## src/rtl/calc_driver_if.sv

```systemverilog
// calc_driver_if: request handshake, calculator tx bus, result and counters.
// Ports (members): req_valid/req_ready/req_a/req_op/req_b request side;
// tx_valid/tx_data/calc_out calculator side; res_valid/result/expected/
// mismatch/txn_count/err_count result side. slave = driver, master = host.
interface calc_driver_if;
    logic        req_valid;
    logic        req_ready;
    logic [7:0]  req_a;
    logic [1:0]  req_op;
    logic [7:0]  req_b;
    logic        tx_valid;
    logic [7:0]  tx_data;
    logic [7:0]  calc_out;
    logic        res_valid;
    logic [7:0]  result;
    logic [7:0]  expected;
    logic        mismatch;
    logic [15:0] txn_count;
    logic [15:0] err_count;

    modport slave (
        input  req_valid, req_a, req_op, req_b, calc_out,
        output req_ready, tx_valid, tx_data, res_valid,
        output result, expected, mismatch, txn_count, err_count
    );

    modport master (
        output req_valid, req_a, req_op, req_b, calc_out,
        input  req_ready, tx_valid, tx_data, res_valid,
        input  result, expected, mismatch, txn_count, err_count
    );
endinterface

```

## src/rtl/calc_driver.sv

```systemverilog
// calc_driver: serialises one {a, op, b} request into three beats for the
// 8-bit calculator, captures its out, compares with a reference, counts.
// Ports: clk, rst (sync, active-high), bus (calc_driver_if.slave).
// Parameter GAP (0..15): idle cycles after beat A and after beat OP.
module calc_driver #(
    parameter int unsigned GAP = 0
) (
    input logic          clk,
    input logic          rst,
    calc_driver_if.slave bus
);
    typedef enum logic [2:0] {
        IDLE, SEND_A, GAP_A, SEND_OP,
        GAP_OP, SEND_B, CAPTURE, DONE
    } state_t;

    localparam bit HAS_GAP = (GAP != 0);
    // Counter value loaded when a gap starts; the gap ends when it hits 0.
    localparam logic [3:0] GAP_LAST = HAS_GAP ? 4'(GAP - 1) : 4'd0;

    state_t      state_q, state_d;
    logic [7:0]  a_q, b_q, exp_q;
    logic [1:0]  op_q;
    logic [3:0]  gap_q;
    logic        tx_valid_q, tx_valid_d;
    logic [7:0]  tx_data_q, tx_data_d;
    logic        res_valid_q, res_valid_d;
    logic [7:0]  result_q, expected_q;
    logic        mismatch_q;
    logic [15:0] txn_q, err_q;
    logic        accept;

    function automatic logic [7:0] ref_result(
        input logic [7:0] a,
        input logic [1:0] op,
        input logic [7:0] b
    );
        logic [7:0] r;
        case (op)
            2'd0:    r = a + b;
            2'd1:    r = a - b;
            2'd2:    r = a * b;
            default: r = a * a;
        endcase
        return r;
    endfunction

    assign accept = (state_q == IDLE) && bus.req_valid;

    // State register
    always_ff @(posedge clk) begin
        if (rst) begin
            state_q <= IDLE;
        end else begin
            state_q <= state_d;
        end
    end

    // Next-state logic
    always_comb begin
        state_d = state_q;
        unique case (state_q)
            IDLE:    if (bus.req_valid) state_d = SEND_A;
            SEND_A:  state_d = HAS_GAP ? GAP_A : SEND_OP;
            GAP_A:   if (gap_q == 4'd0) state_d = SEND_OP;
            SEND_OP: state_d = HAS_GAP ? GAP_OP : SEND_B;
            GAP_OP:  if (gap_q == 4'd0) state_d = SEND_B;
            SEND_B:  state_d = CAPTURE;
            CAPTURE: state_d = DONE;
            DONE:    state_d = IDLE;
        endcase
    end

    // Output decode: values the registered outputs take next cycle.
    // SEND_A is only entered from IDLE, so req_a is still the live request.
    always_comb begin
        tx_valid_d  = 1'b0;
        tx_data_d   = tx_data_q;
        res_valid_d = 1'b0;
        case (state_d)
            SEND_A: begin
                tx_valid_d = 1'b1;
                tx_data_d  = bus.req_a;
            end
            SEND_OP: begin
                tx_valid_d = 1'b1;
                tx_data_d  = {6'b0, op_q};
            end
            SEND_B: begin
                tx_valid_d = 1'b1;
                tx_data_d  = b_q;
            end
            DONE:    res_valid_d = 1'b1;
            default: ;
        endcase
    end

    // Datapath and output registers
    always_ff @(posedge clk) begin
        if (rst) begin
            a_q         <= '0;
            b_q         <= '0;
            op_q        <= '0;
            exp_q       <= '0;
            gap_q       <= '0;
            tx_valid_q  <= 1'b0;
            tx_data_q   <= '0;
            res_valid_q <= 1'b0;
            result_q    <= '0;
            expected_q  <= '0;
            mismatch_q  <= 1'b0;
            txn_q       <= '0;
            err_q       <= '0;
        end else begin
            tx_valid_q  <= tx_valid_d;
            tx_data_q   <= tx_data_d;
            res_valid_q <= res_valid_d;
            if (accept) begin
                a_q   <= bus.req_a;
                op_q  <= bus.req_op;
                b_q   <= bus.req_b;
                exp_q <= ref_result(bus.req_a, bus.req_op, bus.req_b);
            end
            if (state_q == SEND_A || state_q == SEND_OP) begin
                gap_q <= GAP_LAST;
            end else if (gap_q != 4'd0) begin
                gap_q <= gap_q - 4'd1;
            end
            if (state_q == CAPTURE) begin
                result_q   <= bus.calc_out;
                expected_q <= exp_q;
                mismatch_q <= (bus.calc_out != exp_q);
            end
            if (state_q == DONE) begin
                txn_q <= txn_q + 16'd1;
                if (mismatch_q && err_q != 16'hFFFF) begin
                    err_q <= err_q + 16'd1;
                end
            end
        end
    end

    assign bus.req_ready = (state_q == IDLE);
    assign bus.tx_valid  = tx_valid_q;
    assign bus.tx_data   = tx_data_q;
    assign bus.res_valid = res_valid_q;
    assign bus.result    = result_q;
    assign bus.expected  = expected_q;
    assign bus.mismatch  = mismatch_q;
    assign bus.txn_count = txn_q;
    assign bus.err_count = err_q;
endmodule

```

## src/flat_wrapper.sv

```systemverilog
// flat-port wrapper written by rule: the top's interface ports become plain ports
module calc_driver_flat 
#(
    parameter int unsigned GAP = 0
)
  (clk, rst, bus_req_valid, bus_req_a, bus_req_op, bus_req_b, bus_calc_out, bus_req_ready, bus_tx_valid, bus_tx_data, bus_res_valid, bus_result, bus_expected, bus_mismatch, bus_txn_count, bus_err_count);
  calc_driver_if bus_i ();
  input logic clk;
  input logic rst;
  input wire logic [$bits(bus_i.req_valid)-1:0] bus_req_valid;
  input wire logic [$bits(bus_i.req_a)-1:0] bus_req_a;
  input wire logic [$bits(bus_i.req_op)-1:0] bus_req_op;
  input wire logic [$bits(bus_i.req_b)-1:0] bus_req_b;
  input wire logic [$bits(bus_i.calc_out)-1:0] bus_calc_out;
  output wire logic [$bits(bus_i.req_ready)-1:0] bus_req_ready;
  output wire logic [$bits(bus_i.tx_valid)-1:0] bus_tx_valid;
  output wire logic [$bits(bus_i.tx_data)-1:0] bus_tx_data;
  output wire logic [$bits(bus_i.res_valid)-1:0] bus_res_valid;
  output wire logic [$bits(bus_i.result)-1:0] bus_result;
  output wire logic [$bits(bus_i.expected)-1:0] bus_expected;
  output wire logic [$bits(bus_i.mismatch)-1:0] bus_mismatch;
  output wire logic [$bits(bus_i.txn_count)-1:0] bus_txn_count;
  output wire logic [$bits(bus_i.err_count)-1:0] bus_err_count;
  assign bus_i.req_valid = bus_req_valid;
  assign bus_i.req_a = bus_req_a;
  assign bus_i.req_op = bus_req_op;
  assign bus_i.req_b = bus_req_b;
  assign bus_i.calc_out = bus_calc_out;
  assign bus_req_ready = bus_i.req_ready;
  assign bus_tx_valid = bus_i.tx_valid;
  assign bus_tx_data = bus_i.tx_data;
  assign bus_res_valid = bus_i.res_valid;
  assign bus_result = bus_i.result;
  assign bus_expected = bus_i.expected;
  assign bus_mismatch = bus_i.mismatch;
  assign bus_txn_count = bus_i.txn_count;
  assign bus_err_count = bus_i.err_count;
  calc_driver #(.GAP(GAP)) u_core (.clk(clk), .rst(rst), .bus(bus_i));
endmodule
```

## config.mk

```make
export PLATFORM = sky130hd
export DESIGN_NAME = calc_driver_flat
export DESIGN_NICKNAME = d
export VERILOG_FILES = /design/src/rtl/calc_driver_if.sv /design/src/rtl/calc_driver.sv /design/src/flat_wrapper.sv
export SDC_FILE = /design/constraint.sdc
export NUM_CORES = 1
export LEC_CHECK = 0
export ABC_AREA = 1
export CAP_MARGIN = 10
export CORE_UTILIZATION = 50
export DETAILED_ROUTE_END_ITERATION = 12
export HOLD_SLACK_MARGIN = 0.02
export PLACE_DENSITY = 0.75
export SLEW_MARGIN = 25
export SYNTH_ARGS = -nofsm -noshare
export SYNTH_HDL_FRONTEND = slang
export SYNTH_SLANG_ARGS = --single-unit
```

## constraint.sdc

```tcl
create_clock -name clk -period 6.7 [get_ports clk]
set_input_delay 1.34 -clock clk [delete_from_list [all_inputs] [get_ports clk]]
set_output_delay 1.34 -clock clk [all_outputs]
set_load 0.005 [all_outputs]
```

=== Word level (Yosys, flattened, before mapping) ===
Cells that the tools add are included.

* $add $sub $neg: 5
* Multipliers: 2
* Eq/ne operators: 15
* Muxes and demuxes: 8
* Reductions and logical operators: 11

{| class="wikitable"
|+ Operators with widths
! kind !! number
|-
| $pmux 8 s3 || 2
|-
| $add 16x1->16 const B || 2
|-
| $pmux 3 s8 || 1
|-
| $eq 3x3->1 const B || 6
|-
| $mul 8x8->8 || 2
|-
| $ne 16x16->1 const B || 1
|-
| $eq 3x2->1 const B || 3
|-
| $mux 3 || 3
|-
| $add 8x8->8 || 1
|-
| $ne 8x8->1 || 1
|-
| $sub 8x8->8 || 1
|-
| $eq 3x1->1 const B || 2
|-
| $logic_not 4->1 || 1
|-
| $reduce_bool 4->1 || 1
|-
| $sub 4x1->4 const B || 1
|-
| $logic_not 3->1 || 1
|-
| $reduce_bool 3->1 || 1
|-
| $reduce_or 3->1 || 1
|-
| $eq 2x1->1 const B || 1
|-
| $eq 2x2->1 const B || 1
|-
| $logic_and 1x1->1 || 2
|-
| $logic_not 2->1 || 1
|-
| $mux 1 || 2
|-
| $reduce_and 2->1 || 1
|-
| 2 further kinds || 2
|}

* Bits in registers: 84
* Input port bits: 29
* Output and inout bits: 60
* Word-level logic and storage cells: 54

=== Depth between registers and ports, before layout ===
Gate-level depths: netlist of the first run.

* Word-level depth: 6
* Mapped depth: 24
* Mapped depth without buffers: 22

=== Least setup slack after synthesis of the first run ===
Ideal clock, no wire load.

* Kind: in2reg
* Start: input bus_req_a[1]
* End: register u_core.exp_q[7]
* Setup time: 0.132 ns
* Arrival: 5.092 ns
* Data required time: 6.568 ns
* Setup slack: 1.476 ns
* Stages: 23
* Buffers on the path: 2
* Cells stage by stage: clkbuf_1 > clkbuf_1 > nand2_1 > fa_1 > fa_1 > inv_1 > fa_1 > inv_1 > fa_1 > inv_1 > ha_1 > nand3_1 > nand3_1 > nand2_1 > nand2_1 > nand2_1 > inv_1 > nor2_1 > nand3_1 > nand3_1 > nand2_1 > nand2_1 > a21oi_1

* Longest elaborated chain between the ends: 2
* Elaborated cells between the ends (all ways): 5
* Those cells by class: 2 x add/sub; 2 x mul; 1 x mux

{| class="wikitable"
|+ RTL lines
! element !! RTL line !! RTL
|-
| from (decl) || flat_wrapper.sv:11 || <nowiki>input wire logic [$bits(bus_i.req_a)-1:0] bus_req_a;</nowiki>
|-
| $mul 8x8->8 (tied with other cells) || calc_driver.sv:43 || <nowiki>default: r = a * a;</nowiki>
|-
| $pmux 8 s3 * || calc_driver.sv:39 || <nowiki>case (op)</nowiki>
|-
| to (signal assigned) || calc_driver.sv:122 || <nowiki>exp_q <= ref_result(bus.req_a, bus.req_op, bus.req_b);</nowiki>
|-
| to (decl) || calc_driver.sv:22 || <nowiki>logic [7:0] a_q, b_q, exp_q;</nowiki>
|}

Every way passes the cells marked *; elsewhere a longest branch is shown, timed or not.
A chain may end at the register's enable or synchronous reset.

=== Worst setup path after layout of the first run ===
* Start: input bus_req_a[2]
* End: register u_core.exp_q[7]

Same word-level chain as after synthesis.

==> results.ini, run 1 <==
[floorplanning]
core.rowCount = 39
die_y_um = 110
floorplan.initialDensity = 0.513
core-area_sq_um = 11400
io_pins = 89
dieArea_sq_um = 12100
fp.dieW_um = 110

[grt]
grt_first_pass_wirelength_um = 22000
grt_max_degree = 44
grtUsageTotal = 0.230
grt_pass1_vias = 4859
grt_use_met3 = 0.0370
top_usage_layer = met2
antenna_found_initial = 0
met1_usage = 0.305
use_met2 = 0.391
overflow = 0

[timing]
finalClockSkew_ns = 0.00558
grt_setup_unrepaired = no
maxSlewHeadroom = 0.476
worst_pin_slew_ns = 0.784
setup_viol = 0
tns_ns = 0
period_needed_ns = 5.35
fin_ws_ns = 1.35
finalHoldViolations = 0
max_freq_mhz = 187
final.period_utilization = 0.798
drv_slew = 0
fin_hold_ws_ns = 0.454

[logic_synthesis]
synth_top_family_by_area = simple AND/OR/NAND/NOR gates
avgSynthCellArea_sq_um = 6.92
syn_area_sq_um = 5830
synthMuxAreaShare = 0
synthAdderAreaFrac = 0.159
yosys_most_used_dff = dfxtp_1
synth_top_area_cell = dfxtp_1
synth_xor_area_frac = 0.0480
synthArstFlopShare = 0
synth-simple-area-share = 0.244
synthDominantCellAreaShare = 0.288
synth_edf_count = 0
synth_most_common_cell = nand2_1
yosysSeqAreaShare = 0.288
syn_nets = 933
synth.area.top_cells = dfxtp_1, nand2_1, inv_1
synth-seq-cells = 84
synthTopCellsByCount = nand2_1, inv_1, dfxtp_1, a21oi_1, o21ai_0
syn_inst = 843
yosysWarnings = 0
synth.distinct_cells = 40
synth_compound_area_frac = 0.137

[power]
power.density_nw_per_um2 = 224
p_leak_nw = 3.29
peakVddDrop_mv = 0.196

[placed_design]
placed_cells = 1050
gp_congestion = 0.870
io_buffers = 88
pre_cts_ws_ns = 1.03
hpwlAfterDp_um = 9950

[clock_network]
cts-resized-gates = 0
h-tree-depth = 3
cts.sinks = 84
cts.reportedPaths.clkPinSlew_ns = 0.06
cts_setup_buffers = 0
cts-root-buf = clkbuf_16
hold_buffers = 0
cts_buffer_depth = 2
cts_tree = yes
clkLatencyLatePin_ns = 0.33
numCtsBuffers = 9

[routing]
detail_route.iter0.violations = 327
drt_pass1_iterations = 5
wire_per_inst_um = 12.5
drc = 0
vias = 5384
vias_per_cell = 5.05
routed_wl_um = 13300
postRouteAntennaNets = 0

[setup_path]
criticalPathCategory = in -> reg
endpoint_kind = flop
reg2reg_slack_ns = 4.15
slowest_stage = clkdlybuf4s50_1
worst_ep_arrival_time_ns = 5.61
path_depth = 23
cp-endpoint = u_core.exp_q[7]
startpoint_type = input port
critPathLaunch = bus_req_a[2]
critPathMaxFanout = 13
critPathTopFamily = adder cells
crit_chain = clkdlybuf4s50_1, nand2_1, fa_1, fa_1, inv_1, fa_1, inv_1, fa_1, inv_1, ha_1, nand2_1, nand3_1, nand2_1, nand2_1, nand2_1, inv_1, nor2_1, inv_1, nand2_1, nand3_1, nand2_1, nand2_1, a21oi_1
rr_worst_depth = 10
crit_buf_inv = 6
r2r_end = u_core.bus.tx_data[1]
critPathRequiredTime_ns = 6.96
reg2reg_from = u_core.state_q[0]
crit_top_cell = nand2_1
slowest_delay_ns = 0.77

[final_layout]
drive_above_1_share = 0.0477
final_core_util = 0.624
nNetsFinal = 1008
syn_to_final_growth_pct = 21.7
diodes = 0
stdcell_count = 1066

[flow_run]
cap_violations = 0

[outcome]
status = completed

[hold_path]
hp-class = reg -> reg

[routing by layer]
layer | vias to the layer above | wire [um]
met1 | 2441 | 6280
met2 | 132 | 6300
met4 | 0 | 131
li1 | 2799 | -
met3 | 12 | 591
met5 | - | 0
[cell usage in the layout, fill, tap and decap left out, drive strengths merged, types with 22 or more instances in the layout]
master	synthesis	final
nand2	204	204
nor2	51	51
xor2	22	22
clkdlybuf4s50	0	88
o21ai	52	52
ha	39	39
a21oi	75	75
fa	22	22
inv	160	161
dfxtp	84	84
nand3	35	35
[report_power, final]
part | internal, mW | switching [mW] | leakage (nW)
clock network | 0.290 | 0.198 | 0.140
registers | 0.547 | 0.0294 | 0.683
logic | 0.218 | 0.306 | 2.47
[metrics by stage]
step           area, sq um  power, mW
2_1_floorplan         5830      0.947
3_3_place_gp          6810       1.10
3_5_place_dp          6810       1.11
4_1_cts               7100       1.60
5_1_grt               7100       1.70
6_report              7100       1.59
[cells by family after synthesis]
| kind of cell | after synthesis |
|---|---|
| adders and majority gates | 61 |
| and+or+nand+nor | 329 |
| AOI/OAI and AO/OA | 148 |
| xor gates and xnor gates | 32 |
| DFF | 84 |
| buffers and inverters | 189 |
[flip-flops by register name, summed over array words and instances, names as in the netlist]
| signal | flops |
|---|---|
| u_core.bus.err_count | 16 |
| u_core.bus.txn_count | 16 |
| u_core.b_q | 8 |
| u_core.bus.expected | 8 |
| u_core.bus.result | 8 |
| u_core.bus.tx_data | 8 |
| u_core.exp_q | 8 |
| u_core.gap_q | 4 |
| u_core.state_q | 3 |
| u_core.op_q | 2 |
| u_core.bus.mismatch | 1 |
| u_core.bus.res_valid | 1 |
| u_core.bus.tx_valid | 1 |
[final cells by class]
| class | count | area [sq um] |
|---|---|---|
| fill | 1057 | 4270 |
| multi-input combinational | 570 | 3430 |
| sequential | 84 | 1680 |
| timing repair buffer | 92 | 911 |
| inverter | 161 | 604 |
| clock buffer | 11 | 233 |
| tap | 143 | 179 |
| clock inverter | 5 | 60.1 |
[worst reg2reg max path: stages (launching register included)]
cell	delay (ns)
dfxtp_1	0.38
nor3_1	0.41
nand2_1	0.58
nand2_2	0.29
nand2_1	0.12
inv_2	0.20
o21ai_0	0.14
a21oi_1	0.15
nand2_1	0.08
nand2_1	0.07
inv_1	0.04
[worst min-delay path by stage]
stage                  start             to  slack [ns]  depth (start not counted)
2_1_floorplan  u_core.b_q[2]  u_core.b_q[2]        0.42                          2
3_3_place_gp   u_core.b_q[7]  u_core.b_q[7]        0.44                          2
3_5_place_dp   u_core.b_q[6]  u_core.b_q[6]        0.44                          2
4_1_cts        u_core.b_q[2]  u_core.b_q[2]        0.45                          2
5_1_grt        u_core.b_q[4]  u_core.b_q[4]        0.48                          2
6_report       u_core.b_q[4]  u_core.b_q[4]        0.45                          2
Note: power is estimated with default switching activity, not from simulation.
==> run 2, diff against run 1 <==
clock period = 5.5 ns   (was 6.7 ns; I/O delays follow)
==> run 2 against run 1 <==
Against the previous run: critical path depth stayed put; final cell count is 0.66% higher; first-iteration DRC count is 20% higher; sequential share of layout area is 0.13 points lower; global-route usage is 0.28 points higher; largest power group unchanged.
==> results.ini, run 2 (synthesis results as in run 1) <==
[floorplanning]
dieArea_sq_um = 12100  ; unchanged
core-area_sq_um = 11400  ; unchanged
fp.dieW_um = 110  ; unchanged
die_y_um = 110  ; unchanged
floorplan.initialDensity = 0.513  ; unchanged
io_pins = 89  ; unchanged
core.rowCount = 39  ; unchanged

[routing]
detail_route.iter0.violations = 391  ; +20%
drt_pass1_iterations = 5  ; unchanged
routed_wl_um = 13000  ; -1.9%
drc = 0  ; unchanged
vias = 5392  ; +0.15%
postRouteAntennaNets = 0  ; unchanged
vias_per_cell = 5.03  ; -0.50%
wire_per_inst_um = 12.2  ; -2.5%

[setup_path]
r2r_end = u_core.bus.tx_data[1]
critPathRequiredTime_ns = 5.76  ; -1.20 ns
crit_top_cell = nand2_1
reg2reg_slack_ns = 3.02  ; -1.13 ns
slowest_delay_ns = 0.59  ; -0.18 ns
startpoint_type = input port
critPathTopFamily = adder cells
worst_ep_arrival_time_ns = 5.20  ; -0.41 ns
crit_chain = clkdlybuf4s50_1, nand2_1, fa_1, fa_1, inv_1, fa_1, inv_1, fa_1, inv_1, ha_1, nand3_1, nand3_1, nand2_1, nand2_1, nand2_1, inv_1, nor2_1, inv_1, nand2_1, nand3_1, nand2_1, nand2_1, a21oi_1
cp-endpoint = u_core.exp_q[7]
criticalPathCategory = in -> reg
critPathMaxFanout = 6  ; -7
reg2reg_from = u_core.state_q[0]
rr_worst_depth = 10  ; unchanged
endpoint_kind = flop
path_depth = 23  ; unchanged
slowest_stage = clkdlybuf4s50_1
critPathLaunch = bus_req_b[4]
crit_buf_inv = 6  ; unchanged

[placed_design]
pre_cts_ws_ns = 0.223  ; -0.809 ns
gp_congestion = 0.850  ; -2.3%
io_buffers = 88  ; unchanged
detailed_place.area_sq_um = 6860  ; +0.77%
hpwlAfterDp_um = 9880  ; -0.75%

[clock_network]
cts_buffer_depth = 2  ; unchanged
cts_tree = yes
hold_buffers = 0  ; unchanged
cts_setup_buffers = 0  ; unchanged
cts.reportedPaths.clkPinSlew_ns = 0.06  ; about the same
cts.sinks = 84  ; unchanged
h-tree-depth = 3  ; unchanged
numCtsBuffers = 9  ; unchanged
cts-resized-gates = 0  ; unchanged
cts-root-buf = clkbuf_16
clkLatencyLatePin_ns = 0.34  ; about the same

[timing]
finalClockSkew_ns = 0.00813  ; +0.00255 ns
grt_setup_unrepaired = no
drv_slew = 0  ; unchanged
period_needed_ns = 4.94
final.period_utilization = 0.899
worst_pin_slew_ns = 0.727  ; -0.0575 ns
max_freq_mhz = 202
maxSlewHeadroom = 0.514  ; +0.0384
tns_ns = 0  ; unchanged
setup_viol = 0  ; unchanged
fin_ws_ns = 0.557  ; -0.796 ns
finalHoldViolations = 0  ; unchanged

[grt]
grt_pass1_vias = 4935  ; +1.6%
grt_max_degree = 44  ; unchanged
grtUsageTotal = 0.232  ; +0.00283
grt_first_pass_wirelength_um = 22200  ; +0.63%
antenna_found_initial = 0  ; unchanged
overflow = 0  ; unchanged

[power]
total_power_mw = 1.90  ; +19%
power.density_nw_per_um2 = 266  ; +19%
p_leak_nw = 3.31  ; +0.70%
peakVddDrop_mv = 0.212  ; +8.5%

[outcome]
status = completed

[final_layout]
nNetsFinal = 1015  ; +0.69%
syn_to_final_growth_pct = 22.4
diodes = 0  ; unchanged
drive_above_1_share = 0.0548  ; +0.00717
final_core_util = 0.628  ; +0.00341
layout_commonest_cell = nand2_1
final_cell_area_sq_um = 7140  ; +0.55%
final_cell_mix = nand2_1, inv_1, clkdlybuf4s50_1

[flow_run]
cap_violations = 0  ; unchanged

[hold_path]
hp-class = reg -> reg

run 2: changes by cell type in the layout (fill, tap and decap cells not counted):
| cell | previous run | this run |
|---|---|---|
| buf_4 | 4 | 11 |
| bufinv_16 | 1 | 0 |
| clkbuf_8 | 0 | 1 |
| clkinv_2 | 1 | 0 |
| clkinvlp_4 | 1 | 2 |
run 2: report_power, final:
group	total, mW	switching [mW]	internal (mW)
logic	0.628	0.361	0.267
registers	0.703	0.0367	0.666
clock network	0.567	0.246	0.321
run 2: how the worst min path moves through the flow:
| stage | from | endpoint | slack (ns) | cells after the start |
|---|---|---|---|---|
| detailed placement | u_core.b_q[7] | u_core.b_q[7] | 0.45 | 2 |
| CTS | u_core.b_q[5] | u_core.b_q[5] | 0.45 | 2 |
| finish | u_core.b_q[5] | u_core.b_q[5] | 0.45 | 2 |
| floorplan | u_core.b_q[2] | u_core.b_q[2] | 0.42 | 2 |
| global route | u_core.bus.expected[7] | u_core.bus.expected[7] | 0.48 | 2 |
| global placement | u_core.b_q[2] | u_core.b_q[2] | 0.44 | 2 |
run 2: through the flow:
step	hold WS [ns]	cells
CTS	0.454	1073
global route	0.479	1073
floorplan	0.425	843
global placement	0.437	1057
detailed placement	0.445	1057
finish	0.448	1073
run 2: routing by layer:
| metal | routed length (um) | track usage | vias to the layer above |
|---|---|---|---|
| met3 | 492 | 0.0370 | 18 |
| met5 | 0 | 0 | - |
| li1 | - | - | 2814 |
| met4 | 202 | 0.0686 | 0 |
| met2 | 6100 | 0.391 | 107 |
| met1 | 6250 | 0.306 | 2453 |
run 2: layout make-up:
type	instances	area (sq um)
Tap cell	143	179
Sequential cell	84	1680
Clock buffer	12	246
Timing Repair Buffer	99	963
Inverter	161	604
Fill cell	1062	4230
Multi-Input combinational cell	570	3430
Clock inverter	4	32.5
run 2: worst register-to-register path: cells and delay by family, from the launching register on:
kind / cells / cell delay (ns)
buf+inv: 2 / 0.25
simple gates: 6 / 1.47
flops: 1 / 0.38
compound gates: 2 / 0.28
==> run 3, diff against run 2 <==
CORE_UTILIZATION = 55   (was 50)
PLACE_DENSITY = 0.81   (was 0.75)
==> run 3 against run 2 <==
Against the previous run: combinational power rose by 0.6%; via count up 2.0%; sequential share of layout area grew 0.24 points; count of clock-buffer cells in the layout shrank 2; clock power shrank 20%; power down 5.9%; final cell count is 0.47% lower; utilization increased by 5.7 points; register-to-register slack about the same; non-clock buffer count increased by 2.
==> results.ini, run 3 (synthesis results as in run 1) <==
[grt]
grt_pass1_vias = 5030  ; +1.9%
grt_max_degree = 44  ; unchanged
grtUsageTotal = 0.250  ; +0.0175
overflow = 0  ; unchanged
antenna_found_initial = 0  ; unchanged
grt_first_pass_wirelength_um = 22800  ; +2.7%

[clock_network]
cts_setup_buffers = 0  ; unchanged
numCtsBuffers = 9  ; unchanged
h-tree-depth = 3  ; unchanged
cts-root-buf = clkbuf_8
cts_tree = yes
cts_buffer_depth = 2  ; unchanged
cts.reportedPaths.clkPinSlew_ns = 0.09  ; +0.03 ns
clkLatencyLatePin_ns = 0.35  ; about the same
cts-resized-gates = 0  ; unchanged
hold_buffers = 0  ; unchanged
cts.sinks = 84  ; unchanged

[hold_path]
hp-class = reg -> reg

[final_layout]
layout_commonest_cell = nand2_1
final_core_util = 0.684  ; +0.0566
final_cell_mix = nand2_1, inv_1, clkdlybuf4s50_1
drive_above_1_share = 0.0579  ; +0.00310
nNetsFinal = 1017  ; +0.20%
syn_to_final_growth_pct = 21.1
diodes = 0  ; unchanged
stdcell_count = 1068  ; -0.47%
final_cell_area_sq_um = 7070  ; -1.0%

[floorplanning]
dieArea_sq_um = 11000  ; -8.9%
core-area_sq_um = 10300  ; -9.2%
io_pins = 89  ; unchanged
floorplan.initialDensity = 0.565  ; +0.0520
fp.dieW_um = 105  ; -4.6%
core.rowCount = 37  ; -5.1%
die_y_um = 105  ; -4.6%

[routing]
drt_pass1_iterations = 5  ; unchanged
vias = 5501  ; +2.0%
postRouteAntennaNets = 0  ; unchanged
routed_wl_um = 13000  ; -0.29%
drc = 0  ; unchanged
detail_route.iter0.violations = 229  ; -41%
wire_per_inst_um = 12.2  ; +0.18%
vias_per_cell = 5.15  ; +2.5%

[timing]
finalClockSkew_ns = 0.0133  ; +0.00521 ns
tns_ns = 0  ; unchanged
fin_hold_ws_ns = 0.452  ; +0.00371 ns
final.period_utilization = 0.896  ; -0.00285
period_needed_ns = 4.93  ; -0.0157 ns
drv_slew = 0  ; unchanged
worst_pin_slew_ns = 0.757  ; +0.0297 ns
setup_viol = 0  ; unchanged
grt_setup_unrepaired = no
maxSlewHeadroom = 0.494  ; -0.0199
finalHoldViolations = 0  ; unchanged
fin_ws_ns = 0.572  ; +0.0157 ns
max_freq_mhz = 203  ; +0.32%

[setup_path]
crit_chain = clkdlybuf4s50_1, nand2_1, fa_1, fa_1, inv_1, fa_1, inv_1, fa_1, inv_1, ha_1, nand3_1, nand3_1, nand2_1, nand2_1, nand2_1, inv_1, nor2_1, inv_1, nand2_1, nand3_1, nand2_1, nand2_1, a21oi_1
critPathMaxFanout = 7  ; +1
endpoint_kind = flop
slowest_delay_ns = 0.60  ; about the same
critPathRequiredTime_ns = 5.79  ; +0.03 ns
slowest_stage = clkdlybuf4s50_1
startpoint_type = input port
criticalPathCategory = in -> reg
worst_ep_arrival_time_ns = 5.21  ; about the same
crit_top_cell = nand2_1
critPathTopFamily = adder cells
crit_buf_inv = 6  ; unchanged

[power]
p_leak_nw = 3.28  ; -0.89%
total_power_mw = 1.79  ; -5.9%
power.density_nw_per_um2 = 253  ; -4.9%
peakVddDrop_mv = 0.276  ; +30%

[placed_design]
hpwlAfterDp_um = 9890  ; +0.17%
detailed_place.area_sq_um = 6870  ; about the same
io_buffers = 88  ; unchanged
gp_congestion = 0.842  ; -0.93%
placed_cells = 1052  ; -0.47%
pre_cts_ws_ns = 0.183  ; -0.0395 ns

[outcome]
status = completed

[flow_run]
cap_violations = 0  ; unchanged

run 3: cell type report:
cell class / count / area [sq um]
Tap cell: 136 / 170
Clock buffer: 10 / 128
Inverter: 161 / 604
Clock inverter: 6 / 72.6
Sequential cell: 84 / 1680
Fill cell: 924 / 3260
Timing Repair Buffer: 101 / 978
Multi-Input combinational cell: 570 / 3430
run 3: worst paths after layout:
check             slack [ns]         endpoint  cells after the start         startpoint
setup / recovery        0.57  u_core.exp_q[7]                     23       bus_req_b[4]
hold / removal          0.45    u_core.b_q[5]                      2      u_core.b_q[5]
setup reg to reg        3.03  u_core.exp_q[5]                      6  u_core.state_q[0]
hold reg to reg         0.45    u_core.b_q[5]                      2      u_core.b_q[5]
run 3: worst reg2reg max path, delay by kind of cell (launching register included):
family	cells	cell delay, ns
AO/OA/AOI/OAI	3	0.42
buffers and inverters	1	0.60
flip-flops	1	0.38
AND/OR/NAND/NOR	2	0.94
run 3: power by group:
| group | switching, mW | internal (mW) | total (mW) |
|---|---|---|---|
| Clock | 0.237 | 0.215 | 0.452 |
| Sequential | 0.0372 | 0.665 | 0.703 |
| Combinational | 0.362 | 0.269 | 0.632 |
| Total | 0.637 | 1.15 | 1.79 |
run 3: layer usage:
metal | share of wire | wire length, um | track usage
met1 | 0.45 | 5850 | 0.334
met2 | 0.49 | 6340 | 0.425
met3 | 0.051 | 666 | 0.0368
met4 | 0.012 | 155 | 0.0584
met5 | 0 | 0 | 0
